File: config.mk
export PLATFORM = sky130hd
export DESIGN_NAME = l1_snoop_resp_q
export DESIGN_NICKNAME = d
export VERILOG_FILES = /design/src/rtl/param_pkg.sv /design/src/rtl/snoop_fifo.sv /design/src/rtl/l1_snoop_resp_q.sv
export SDC_FILE = /design/constraint.sdc
export NUM_CORES = 1
export LEC_CHECK = 0
export ABC_AREA = 0
export CAP_MARGIN = 20
export CORE_AREA = 2 2 118 120
export CTS_BUF_LIST = sky130_fd_sc_hd__clkbuf_8
export CTS_CLUSTER_SIZE = 40
export DETAILED_ROUTE_END_ITERATION = 12
export DIE_AREA = 0 0 120 122
export PLACE_DENSITY = 0.95
export SLEW_MARGIN = 20
export SYNTH_ARGS = -nofsm -noshare
export SYNTH_HDL_FRONTEND = slang
export SYNTH_SLANG_ARGS = --single-unit
File: constraint.sdc
create_clock -name clk -period 5.32 [get_ports clk]
set_clock_uncertainty 0.15 [all_clocks]
set_input_delay 0.532 -clock clk [delete_from_list [all_inputs] [get_ports clk]]
set_output_delay 0.532 -clock clk [all_outputs]
set_load 0.05 [all_outputs]
File: src/rtl/param_pkg.sv
// Shared widths, snoop opcodes, CRRESP bit positions and FSM states for the L1 snoop responder.
// Also holds the snoop response encoder used by the response FSM.
package param_pkg;

  localparam int ADDR_WIDTH   = 32;
  localparam int DATA_WIDTH   = 64;
  localparam int CRRESP_WIDTH = 5;

  localparam logic [3:0] SNP_READ_ONCE    = 4'h0;
  localparam logic [3:0] SNP_READ_SHARED  = 4'h1;
  localparam logic [3:0] SNP_READ_CLEAN   = 4'h2;
  localparam logic [3:0] SNP_MAKE_INVALID = 4'hD;

  localparam int CR_DATA_XFER  = 0;
  localparam int CR_ERROR      = 1;
  localparam int CR_PASS_DIRTY = 2;
  localparam int CR_IS_SHARED  = 3;
  localparam int CR_WAS_UNIQUE = 4;

  typedef enum logic [2:0] {
    IDLE,
    LOOKUP,
    WAIT_RSP,
    RESP,
    DATA
  } snoop_state_e;

  // MakeInvalid discards the line, so a dirty hit on it never moves data.
  function automatic logic [CRRESP_WIDTH-1:0] calc_crresp(
    input logic [3:0] snoop,
    input logic       hit,
    input logic       dirty,
    input logic       uniq
  );
    logic [CRRESP_WIDTH-1:0] resp;
    resp                = '0;
    resp[CR_DATA_XFER]  = hit && dirty && (snoop != SNP_MAKE_INVALID);
    resp[CR_ERROR]      = 1'b0;
    resp[CR_PASS_DIRTY] = resp[CR_DATA_XFER];
    resp[CR_IS_SHARED]  = hit && ((snoop == SNP_READ_ONCE) ||
                                  (snoop == SNP_READ_SHARED) ||
                                  (snoop == SNP_READ_CLEAN));
    resp[CR_WAS_UNIQUE] = hit && uniq;
    return resp;
  endfunction

endpackage

File: src/rtl/snoop_fifo.sv
// Circular FIFO holding pending snoop requests; pointers wrap naturally at the power-of-2 depth.
// Push is refused when full and pop when empty, so the occupancy count never over/underflows.
module snoop_fifo #(
  parameter int DEPTH = 4,
  parameter int WIDTH = 36
) (
  input  logic                           clk,
  input  logic                           resetn,
  input  logic                           i_push,
  input  logic [WIDTH-1:0]               i_wdata,
  input  logic                           i_pop,
  output logic [WIDTH-1:0]               o_rdata,
  output logic                           o_full,
  output logic                           o_empty,
  output logic [$clog2(DEPTH+1)-1:0]     o_count
);

  localparam int PW = $clog2(DEPTH);
  localparam int CW = $clog2(DEPTH + 1);

  logic [WIDTH-1:0] r_mem [DEPTH];
  logic [PW-1:0]    r_wptr;
  logic [PW-1:0]    r_rptr;
  logic [CW-1:0]    r_count;
  logic             w_push;
  logic             w_pop;

  assign o_full  = (r_count == CW'(DEPTH));
  assign o_empty = (r_count == '0);
  assign o_count = r_count;
  assign o_rdata = r_mem[r_rptr];
  assign w_push  = i_push && !o_full;
  assign w_pop   = i_pop && !o_empty;

  // NOTE: storage has no reset; entries are only read after being written, and the
  // pointers/count below carry all the state that must be cleared.
  always_ff @(posedge clk) begin
    if (w_push) r_mem[r_wptr] <= i_wdata;
  end

  // NOTE: state registers use non-blocking assignments so every flop samples pre-edge values.
  always_ff @(posedge clk or negedge resetn) begin
    if (!resetn) begin
      r_wptr  <= '0;
      r_rptr  <= '0;
      r_count <= '0;
    end else begin
      if (w_push) r_wptr <= r_wptr + 1'b1;
      if (w_pop)  r_rptr <= r_rptr + 1'b1;
      case ({w_push, w_pop})
        2'b10:   r_count <= r_count + 1'b1;
        2'b01:   r_count <= r_count - 1'b1;
        default: r_count <= r_count;
      endcase
    end
  end

endmodule

File: src/rtl/l1_snoop_resp_q.sv
// L1 snoop responder: queues AC snoops, looks each up in the cache core, returns CRRESP
// and, for dirty hits that transfer data, streams the line out on CD.
module l1_snoop_resp_q
  import param_pkg::*;
#(
  parameter int AC_DEPTH   = 4,
  parameter int LINE_BEATS = 4
) (
  input  logic                            clk,
  input  logic                            resetn,
  input  logic                            ac_valid,
  input  logic [ADDR_WIDTH-1:0]           ac_addr,
  input  logic [2:0]                      ac_prot,
  input  logic [3:0]                      ac_snoop,
  output logic                            ac_ready,
  output logic                            cr_valid,
  output logic [CRRESP_WIDTH-1:0]         cr_resp,
  input  logic                            cr_ready,
  output logic                            cd_valid,
  output logic [DATA_WIDTH-1:0]           cd_data,
  output logic                            cd_last,
  input  logic                            cd_ready,
  output logic                            lk_valid,
  output logic [ADDR_WIDTH-1:0]           lk_addr,
  output logic [3:0]                      lk_snoop,
  input  logic                            lk_ready,
  input  logic                            lk_rsp_valid,
  input  logic                            lk_hit,
  input  logic                            lk_dirty,
  input  logic                            lk_unique,
  input  logic                            ld_valid,
  input  logic [DATA_WIDTH-1:0]           ld_data,
  output logic                            ld_ready,
  output logic                            busy,
  output logic [$clog2(AC_DEPTH+1)-1:0]   pending
);

  localparam int FW = ADDR_WIDTH + 4;
  localparam int BW = (LINE_BEATS > 1) ? $clog2(LINE_BEATS) : 1;

  snoop_state_e            r_state;
  snoop_state_e            w_state_nxt;
  logic [3:0]              r_snoop;
  logic [CRRESP_WIDTH-1:0] r_cr_resp;
  logic [BW-1:0]           r_beat;
  logic [FW-1:0]           w_fifo_rdata;
  logic                    w_full;
  logic                    w_empty;
  logic                    w_pop;
  logic                    w_last_beat;
  logic                    w_unused_prot;

  // Protection attributes do not affect how a snoop is answered.
  assign w_unused_prot = ^ac_prot;

  snoop_fifo #(
    .DEPTH (AC_DEPTH),
    .WIDTH (FW)
  ) u_fifo (
    .clk     (clk),
    .resetn  (resetn),
    .i_push  (ac_valid),
    .i_wdata ({ac_addr, ac_snoop}),
    .i_pop   (w_pop),
    .o_rdata (w_fifo_rdata),
    .o_full  (w_full),
    .o_empty (w_empty),
    .o_count (pending)
  );

  assign ac_ready    = !w_full;
  assign lk_addr     = w_fifo_rdata[FW-1:4];
  assign lk_snoop    = w_fifo_rdata[3:0];
  assign cd_data     = ld_data;
  assign cr_resp     = r_cr_resp;
  assign busy        = (r_state != IDLE);
  assign w_last_beat = (r_beat == BW'(LINE_BEATS - 1));
  assign cd_last     = (r_state == DATA) && w_last_beat;

  // NOTE: every output of this block gets a default first, so no path can infer a latch.
  always_comb begin
    w_state_nxt = r_state;
    w_pop       = 1'b0;
    lk_valid    = 1'b0;
    cr_valid    = 1'b0;
    cd_valid    = 1'b0;
    ld_ready    = 1'b0;
    case (r_state)
      IDLE: begin
        if (!w_empty) w_state_nxt = LOOKUP;
      end
      LOOKUP: begin
        lk_valid = 1'b1;
        if (lk_ready) begin
          w_pop       = 1'b1;
          w_state_nxt = WAIT_RSP;
        end
      end
      WAIT_RSP: begin
        if (lk_rsp_valid) w_state_nxt = RESP;
      end
      RESP: begin
        cr_valid = 1'b1;
        if (cr_ready) w_state_nxt = r_cr_resp[CR_DATA_XFER] ? DATA : IDLE;
      end
      DATA: begin
        cd_valid = ld_valid;
        ld_ready = cd_ready;
        if (ld_valid && cd_ready && w_last_beat) w_state_nxt = IDLE;
      end
      default: w_state_nxt = IDLE;
    endcase
  end

  always_ff @(posedge clk or negedge resetn) begin
    if (!resetn) begin
      r_state   <= IDLE;
      r_snoop   <= '0;
      r_cr_resp <= '0;
      r_beat    <= '0;
    end else begin
      r_state <= w_state_nxt;
      if (w_pop) r_snoop <= lk_snoop;
      if ((r_state == WAIT_RSP) && lk_rsp_valid)
        r_cr_resp <= calc_crresp(r_snoop, lk_hit, lk_dirty, lk_unique);
      if (cd_valid && cd_ready)
        r_beat <= w_last_beat ? '0 : r_beat + 1'b1;
    end
  end

endmodule

==> results.py <==
metrics = {
    "placement": {
        "dp_hpwl_um": 8690,
        "port_buffers": 96,
        "gp_congestion": 0.672,
        "place_inst": 543,
    },
    "clock_tree": {
        "clkLatencyLatePin_ns": 0.43,
        "cts_resized": 0,
        "cts_inserted_buffers": 17,
        "holdBufCountCts": 0,
        "cts_buffer_depth": 2,
        "cts.sinks": 163,
        "clk_pin_slew_ns": 0.09,
        "htree_levels": 4,
        "post-cts-setup-buffer-count": 0,
        "cts_tree": "built",
        "cts-root-buf": "clkbuf_8",
    },
    "timing": {
        "slew_headroom_pct": 34.3,
        "final-hold-violation-count": 0,
        "period_needed_ns": 3.78,
        "worstMarginPinSlew_ns": 0.985,
        "fmax_mhz": 265,
        "fin_setup_tns_ns": 0,
        "rsz0062_at_grt": "no",
        "drv_slew": 0,
        "setup_viol": 0,
        "min_period_over_period_pct": 71.0,
    },
    "final_layout": {
        "drive_above_1_share_pct": 21.0,
        "fin_cells": 575,
        "nFillCells": 957,
        "fin_nets": 503,
        "syn_to_final_growth_pct": 16.2,
        "regArea_um2": 4800,
        "multi_input_area_um2": 1350,
        "antenna-diode-count": 0,
    },
    "setup_path": {
        "path_cells": "buf_4, mux4_2, clkdlybuf4s50_1",
        "arrival_ns": 3.10,
        "ff2ff_path_depth": 8,
        "r2r-end": "u_fifo.o_count[2]$_DFFE_PN0P_",
        "worst-path-max-fanout": 25,
        "startpoint_type": "flop",
        "r2r_start": "r_state[1]$_DFFE_PN0P_",
        "worstSetupPathType": "reg2out",
        "critPathMaxStageDelay_ns": 0.91,
        "cp-end-kind": "output port",
        "cp_slowest_cell": "dfrtp_2",
        "r2r_setup_slack_ns": 2.91,
        "crit_required_ns": 4.64,
    },
    "drt": {
        "drt_iter0_markers": 161,
        "num_vias": 3077,
        "drt_wl_total_um": 13000,
        "wl_per_cell_um": 22.7,
        "drc_errors": 0,
        "routed_via_density": 5.35,
        "drt_first_pass_iters": 5,
        "ant_nets": 0,
    },
    "grt": {
        "grtUsageTotal_pct": 18.5,
        "grt_max_degree": 38,
        "grt_overflow": 0,
        "antenna_found_initial": 0,
        "first_global_vias": 3348,
        "grt_pass1_wl_um": 19500,
    },
    "die": {
        "fp.coreArea_um2": 13500,
        "io_pins": 229,
        "start_util_pct": 49.8,
        "die_h_um": 122,
        "die_w_um": 120,
        "rows": 43,
        "die-area_um2": 14600,
    },
    "yosys": {
        "syn_inst": 342,
        "syn_area_per_cell_um2": 19.7,
        "synth_cell_types": 39,
        "synth_top_area_share_pct": 64.3,
        "yosys_warnings": 0,
        "synth_edf_count": 144,
        "synth-seq-cells": 163,
        "syn_area_um2": 6720,
        "synth.most_common_cell": "edfxtp_1",
        "syn_nets": 463,
        "ys_top_cells_by_area": "edfxtp_1 64%, mux4_2 12%, buf_4 7.7%",
        "async_reset_ff_share_pct": 11.7,
        "ys_seq_area_share_pct": 71.4,
        "synthTopCellsByCount": "144 x edfxtp_1, 69 x buf_4, 35 x mux4_2",
        "yosys.area.top_type": "edfxtp_1",
        "synth_ff_type": "edfxtp_1",
    },
    "min_path": {
        "hp-class": "reg2reg",
        "hp-start": "cr_resp[4]$_DFFE_PN0P_",
        "hold_end": "cr_resp[4]$_DFFE_PN0P_",
        "hold_depth": 2,
    },
    "power_and_ir_drop": {
        "ir_drop_mv": 0.393,
        "leakage_uw": 0.00267,
        "p_per_area_nw_per_um2": 635,
    },
    "run": {
        "maxCapViolCount": 0,
    },
    "run_status": {
        "outcome": "finished, final reports clean",
    },
}
==> state kept, by name, indices dropped and copies added, names as in the netlist <==
register	count
r_beat	2
u_fifo.r_wptr	2
u_fifo.o_count	3
cr_resp	3
r_state	3
u_fifo.r_rptr	2
r_snoop	4
u_fifo.r_mem	144
==> per-stage QoR <==
stage	hold slack (ns)	util (%)	total power [µW]	setup WS (ns)	area (µm²)
after floorplan	0.0864	-	3520	2.68	6720
after global placement	0.327	54.6	3970	1.95	7370
after detailed placement	0.348	54.6	4030	1.90	7370
after CTS	0.368	57.9	5030	1.40	7820
after global routing	0.383	57.9	5170	1.30	7820
final	0.360	57.9	4960	1.54	7820
==> power by group <==
group          switching (µW)  internal [µW]
registers                 219           1710
logic                    1240            805
clock network             467            526
==> metal layers <==
layer | wire [µm] | track usage (%) | vias up
met4 | 315 | 7.72 | 0
met2 | 7300 | 33.7 | 150
met1 | 4280 | 19.4 | 1544
li1 | - | - | 1342
met3 | 1150 | 6.41 | 41
met5 | 0 | 0 | -
==> layout by cell type (no fill, tap or decap), types with 5 or more instances in the layout <==
cell / synthesis / routed
inv_1: 7 / 8
edfxtp_1: 144 / 144
mux4_2: 35 / 35
clkdlybuf4s50_1: 0 / 96
clkbuf_8: 0 / 17
inv_6: 0 / 5
dfrtp_1: 19 / 17
ha_1: 6 / 6
==> worst max-delay path: cells and delay by family (launching register included) <==
| family | cells | cell delay (ns) |
|---|---|---|
| buffers and inverters | 2 | 1.17 |
| multiplexers | 1 | 0.57 |
| flip-flops | 1 | 0.91 |
==> final cells by class <==
cell class,instances,share of cell area [%]
Sequential cell,163,61.4
Multi-Input combinational cell,96,17.2
Timing Repair Buffer,97,12.4
Clock buffer,17,2.99
Tap cell,180,2.88
Clock inverter,15,2.74
Inverter,7,0.336
==> worst max-delay path by stage <==
stage                                              from                            end  slack, ns  cells past startpoint
after floorplan           u_fifo.o_count[2]$_DFFE_PN0P_  u_fifo.o_count[2]$_DFFE_PN0P_       2.68                      9
after global placement     u_fifo.r_rptr[0]$_DFFE_PN0P_                     lk_addr[2]       1.95                      3
after detailed placement   u_fifo.r_rptr[0]$_DFFE_PN0P_                    lk_addr[10]       1.90                      3
after CTS                  u_fifo.r_rptr[0]$_DFFE_PN0P_                    lk_addr[10]       1.40                      3
after global routing       u_fifo.r_rptr[0]$_DFFE_PN0P_                    lk_addr[10]       1.30                      3
final                      u_fifo.r_rptr[0]$_DFFE_PN0P_                    lk_addr[10]       1.54                      3
==> logic make-up (layout without fill, tap and decap cells) <==
kind of cell             after synthesis  count (layout)  synth area share, %
buffers and inverters                 83             136                 8.67
multiplexers                          45              45                 14.1
flip-flops                           163             163                 71.4
adder cells (fa/ha/maj)                7               7                 1.41
AO/OA/AOI/OAI                          6               6                0.633
other                                  1               1               0.0558
XOR/XNOR                               6               6                0.782
AND/OR/NAND/NOR                       31              31                 3.00
Note: power is estimated with default switching activity, not from simulation.
